`src/rtl/arm_fetch.sv`:
```
// Instruction fetch stage: fetch PC, valid/ready imem requests, in-order prefetch queue, redirect drain.
// Optional build macro ARM_FETCH_BYPASS_EN forwards a response straight to decode when the queue is empty.
module arm_fetch #(
  parameter logic [31:0] RESET_PC  = 32'h0000_0000,
  parameter int          QDEPTH    = 2,
  parameter int          MAX_OUTST = 2
) (
  input  logic        clk,
  input  logic        rst,
  output logic        imem_req_valid,
  output logic [31:0] imem_req_addr,
  input  logic        imem_req_ready,
  input  logic        imem_resp_valid,
  input  logic [31:0] imem_resp_data,
  input  logic        redirect,
  input  logic [31:0] redirect_pc,
  output logic        inst_valid,
  output logic [31:0] inst,
  output logic [31:0] inst_pc,
  output logic [31:0] inst_pc8,
  input  logic        inst_ready
);

  localparam int PW = $clog2(QDEPTH);
  localparam int CW = $clog2(QDEPTH) + 2;

  typedef enum logic {RUN, DRAIN} state_t;

  state_t        state, state_n;
  logic [31:0]   fetch_pc;
  logic [31:0]   q_data [QDEPTH];
  logic [31:0]   q_pc   [QDEPTH];
  logic [PW-1:0] head, tail;
  logic [CW-1:0] qcount, outst, drop_cnt, drop_n;
  logic          req_fire, resp_ok, dropping, head_valid, byp, push, qpop;
  logic [31:0]   resp_pc;
  logic          unused_redirect_lsb;

  assign unused_redirect_lsb = ^redirect_pc[1:0];

  // A response with nothing in flight is a leftover from before reset and is ignored.
  assign resp_ok    = imem_resp_valid && (outst != '0);
  assign dropping   = (drop_cnt != '0);
  assign head_valid = (qcount != '0);
  assign resp_pc    = fetch_pc - (32'(outst) << 2);

  assign imem_req_valid = !rst && (state == RUN) && !redirect &&
                          ((outst + qcount) < CW'(QDEPTH)) && (outst < CW'(MAX_OUTST));
  assign imem_req_addr  = fetch_pc;
  assign req_fire       = imem_req_valid && imem_req_ready;

`ifdef ARM_FETCH_BYPASS_EN
  assign byp = !rst && !head_valid && resp_ok && !dropping && !redirect;
`else
  assign byp = 1'b0;
`endif

  assign push       = resp_ok && !dropping && !redirect && !(byp && inst_ready);
  assign qpop       = head_valid && inst_ready && !redirect;
  assign inst_valid = !rst && (head_valid || byp);
  assign inst_pc8   = inst_pc + 32'd8;

  always_comb begin
    inst    = '0;
    inst_pc = '0;
    if (!rst && head_valid) begin
      inst    = q_data[head];
      inst_pc = q_pc[head];
    end else if (byp) begin
      inst    = imem_resp_data;
      inst_pc = resp_pc;
    end
  end

  // Stale responses still in flight at a redirect must be discarded before fetching resumes.
  always_comb begin
    drop_n = drop_cnt;
    if (redirect)
      drop_n = outst - CW'(resp_ok);
    else if (resp_ok && dropping)
      drop_n = drop_cnt - CW'(1);
    state_n = (drop_n != '0) ? DRAIN : RUN;
  end

  always_ff @(posedge clk) begin
    if (rst) state <= RUN;
    else     state <= state_n;
  end

  always_ff @(posedge clk) begin
    if (rst) begin
      fetch_pc <= RESET_PC;
      head     <= '0;
      tail     <= '0;
      qcount   <= '0;
      outst    <= '0;
      drop_cnt <= '0;
    end else begin
      outst    <= outst + CW'(req_fire) - CW'(resp_ok);
      drop_cnt <= drop_n;
      if (redirect) begin
        fetch_pc <= {redirect_pc[31:2], 2'b00};
        head     <= '0;
        tail     <= '0;
        qcount   <= '0;
      end else begin
        if (req_fire) fetch_pc <= fetch_pc + 32'd4;
        if (push)     tail     <= tail + PW'(1);
        if (qpop)     head     <= head + PW'(1);
        qcount <= qcount + CW'(push) - CW'(qpop);
      end
    end
  end

  always_ff @(posedge clk) begin
    if (push) begin
      q_data[tail] <= imem_resp_data;
      q_pc[tail]   <= resp_pc;
    end
  end

  // Request throttling reserves a slot per request, so a push into a full queue is a design bug.
  always @(posedge clk) begin
    if (!rst && push) assert (qcount != CW'(QDEPTH));
  end

endmodule
```
`config.mk`:
```
export PLATFORM = sky130hd
export DESIGN_NAME = arm_fetch
export DESIGN_NICKNAME = d
export VERILOG_FILES = /design/src/rtl/arm_fetch.sv
export SDC_FILE = /design/constraint.sdc
export NUM_CORES = 1
export LEC_CHECK = 0
export CAP_MARGIN = 5
export CORE_AREA = 2 2 135 137
export DETAILED_ROUTE_END_ITERATION = 16
export DIE_AREA = 0 0 137 139
export GPL_TIMING_DRIVEN = 0
export PLACE_DENSITY_LB_ADDON = 0.08
export SYNTH_ARGS = -nofsm -noshare
export SYNTH_HDL_FRONTEND = slang
export SYNTH_SLANG_ARGS = --single-unit
```
`constraint.sdc`:
```
create_clock -name clk -period 5.6 [get_ports clk]
set_clock_uncertainty 0.2 [all_clocks]
set_input_delay 1.12 -clock clk [delete_from_list [all_inputs] [get_ports clk]]
set_output_delay 1.12 -clock clk [all_outputs]
set_load 0.1 [all_outputs]
```
==> impl_metrics.ini <==
[outcome]
status = complete, no violations

[run]
cap_viol_max_count = 0

[drt]
vias_per_cell = 5.380
drt-initial-drc-count = 341
wire_per_inst_um = 17.53
drt-pass1-iter-count = 5
vias = 6731
wl_um = 21930
drc = 0
ant_nets = 0

[critical_path]
critPathSlowestCell = clkdlybuf4s50_1
critPathLaunchType = flip-flop
critPathTopFamily = buffers and inverters
crit_buf_inv = 3
cp_cell_sequence = nor3_1 > or2_4 > clkbuf_8 > buf_1 > nor2_1 > xor2_1 > clkdlybuf4s50_1
end_kind = output port
crit_required_ns = 4.28
arrival_ns = 4.09
path_max_fanout = 10
criticalPathCategory = flip-flop to output port
cp_slowest_stage_delay_ns = 1.16

[layout]
final_nets = 1097
final_area_um2 = 11710
drive_gt1_share_pct = 11.55
multi_input_area_um2 = 3827
nFillCells = 1457
num_antenna_cells = 0
area_growth_pct = 36.44
ff_latch_area_um2 = 4584

[synthesis]
synth_area_um2 = 8581
synth-edff-count = 124
synth_compound_area_share_pct = 6.416
synthMuxAreaShare_pct = 7.014
async_flop_share_pct = 0
synthTopCellsByArea = edfxtp_1, dfxtp_1, mux2i_1
yosysWarnings = 0
yosys-top-cells-count = edfxtp_1, nor2_1, nand2_1
synth_top_area_share_pct = 43.39
yosys.area.top_type = edfxtp_1
synth-xor-area-share_pct = 7.714
synth_top_family_by_area = simple AND/OR/NAND/NOR gates
yosysSeqAreaShare_pct = 53.43
synth.distinct_cells = 59
synthCells = 792
synth_top_flop_cell = edfxtp_1
synth_seq_cells = 167
synth_fa_ha_area_share_pct = 2.975
syn_avg_cell_area_um2 = 10.83
synthSimpleGateAreaFrac_pct = 17.94
yosysMostFrequentCell = edfxtp_1

[floorplan]
dieArea_um2 = 19040
core_um2 = 17660
io_pins = 200
fp-row-count = 49
die_x_um = 137
die_h_um = 139
initial_core_util_pct = 48.60

[global_route]
grt_pass1_wl_um = 34480
antenna_found_initial = 0
track_usage_pct = 23.31
top_usage_layer = met2
use_met2_pct = 38.26
grt_use_met1_pct = 30.72
grtUsageMet3_pct = 5.994
grt_max_degree = 63
grt_pass1_vias = 6543
overflow = 0

[clocking]
cts.hold.buffers_added = 0
cts_buffers = 17
clkSinkCount = 167
htree_levels = 4
cts_root_buf = clkbuf_16
cts_buffer_depth = 2
clkTransAtPathRegs_ns = 0.06
clock_latency_ns = 0.43
cts_tree = yes

[sta]
rsz0062_at_grt = false
final_max_slew_viol_count = 0
max_freq_mhz = 184.7
period_needed_ns = 5.415
holdWs_ns = 0.3563
fin_crit_sh_pct = 96.69
worstMarginPinSlew_ns = 1.030
slew_headroom_pct = 31.11
setup_violations = 0
finalHoldViolCount = 0

[place]
post_dp_cell_area_um2 = 11070
place_congestion = 0.8446
io_buffers = 190
place_hpwl_um = 16360

[power_and_ir_drop]
irDropWorstVdd_v = 0.0002098
p_leak_nw = 4.061
power.density_nw_per_um2 = 322.0

[hold_path]
hold_path_class = flip-flop to flip-flop
[through the flow]
stage               setup WS, ns  power (mW)  util [%]  setup TNS (ns)  instances
finish                    0.1851       3.769     66.31               0       1251
global route             0.01690       3.940     66.31               0       1251
CTS                     0.006695       3.797     66.19               0       1251
detailed placement        -1.209       2.568     62.71          -11.11       1218
global placement          -1.687       2.552     62.42         -114.90       1216
floorplan                -0.7877       2.296         -          -8.420        797
[final timing paths]
path,from,end,slack [ns],cells after the start
worst max-delay path,qcount[1],inst_pc8[22],0.19,7
worst min-delay path,head,head,0.36,2
worst max register to register,outst[1],outst[2],1.96,14
worst min register to register,head,head,0.36,2
[state kept, by name, summed over array words and instances, names as in the netlist, named ones only]
signal,cells
q_data,64
q_pc,60
imem_req_addr,30
drop_cnt,3
outst,3
qcount,3
head,1
state,1
tail,1
[cell usage in the layout, fill, tap and decap left out, types with 18 or more instances in the layout]
cell	count
nand4_1	21
xor2_1	39
nand3_1	26
clkbuf_16	18
nand2_1	60
mux2i_1	59
inv_1	27
nor2_1	87
dfxtp_1	43
xnor2_1	28
clkbuf_1	23
clkdlybuf4s50_1	175
nor3_1	22
edfxtp_1	124
[worst register-to-register path: stages, from the launching register on]
cell and delay, ns:
dfxtp_1 0.44, inv_1 0.15, fa_1 0.46, and3b_1 0.19, and4_1 0.18, buf_2 0.17, inv_1 0.15, buf_1 0.44
ha_1 0.33, inv_1 0.05, ha_1 0.13, inv_1 0.05, fa_1 0.37, xnor2_1 0.16, nor2_1 0.05
[what timing repair did]
item                                    in CTS  in global routing
setup buffers                                1                  0
endpoints found under the setup margin      20                 16
resized for setup                           68                  9
gates cloned                                 0                  0
pin swaps                                    1                  0
[layer usage]
| metal | up-vias | wire, um |
|---|---|---|
| li1 | 3288 | - |
| met1 | 3179 | 9768 |
| met2 | 243 | 10280 |
| met3 | 21 | 1605 |
| met4 | 0 | 275 |
| met5 | - | 0 |
[cell families after synthesis]
| family | after synthesis |
|---|---|
| adder cells (fa/ha/maj) | 18 |
| multiplexers | 60 |
| AND/OR/NAND/NOR | 308 |
| flip-flops | 167 |
| other | 1 |
| buffers and inverters | 87 |
| AO/OA/AOI/OAI | 78 |
| XOR/XNOR | 73 |
[power breakdown]
group          internal, mW  total (mW)  switching (mW)
registers              1.48        1.53          0.0579
logic                 0.327        1.01           0.682
clock network         0.759        1.23           0.468
total                  2.56        3.77            1.21
[final cells by class]
| cell class | count | share of cell area [%] |
|---|---|---|
| Clock buffer | 21 | 3.847 |
| Sequential cell | 167 | 39.16 |
| Multi-Input combinational cell | 543 | 32.69 |
| Buffer | 59 | 2.875 |
| Inverter | 28 | 0.9298 |
| Clock inverter | 11 | 1.475 |
| Tap cell | 229 | 2.447 |
| Timing Repair Buffer | 193 | 16.58 |
(Power assumes the default switching activity.)
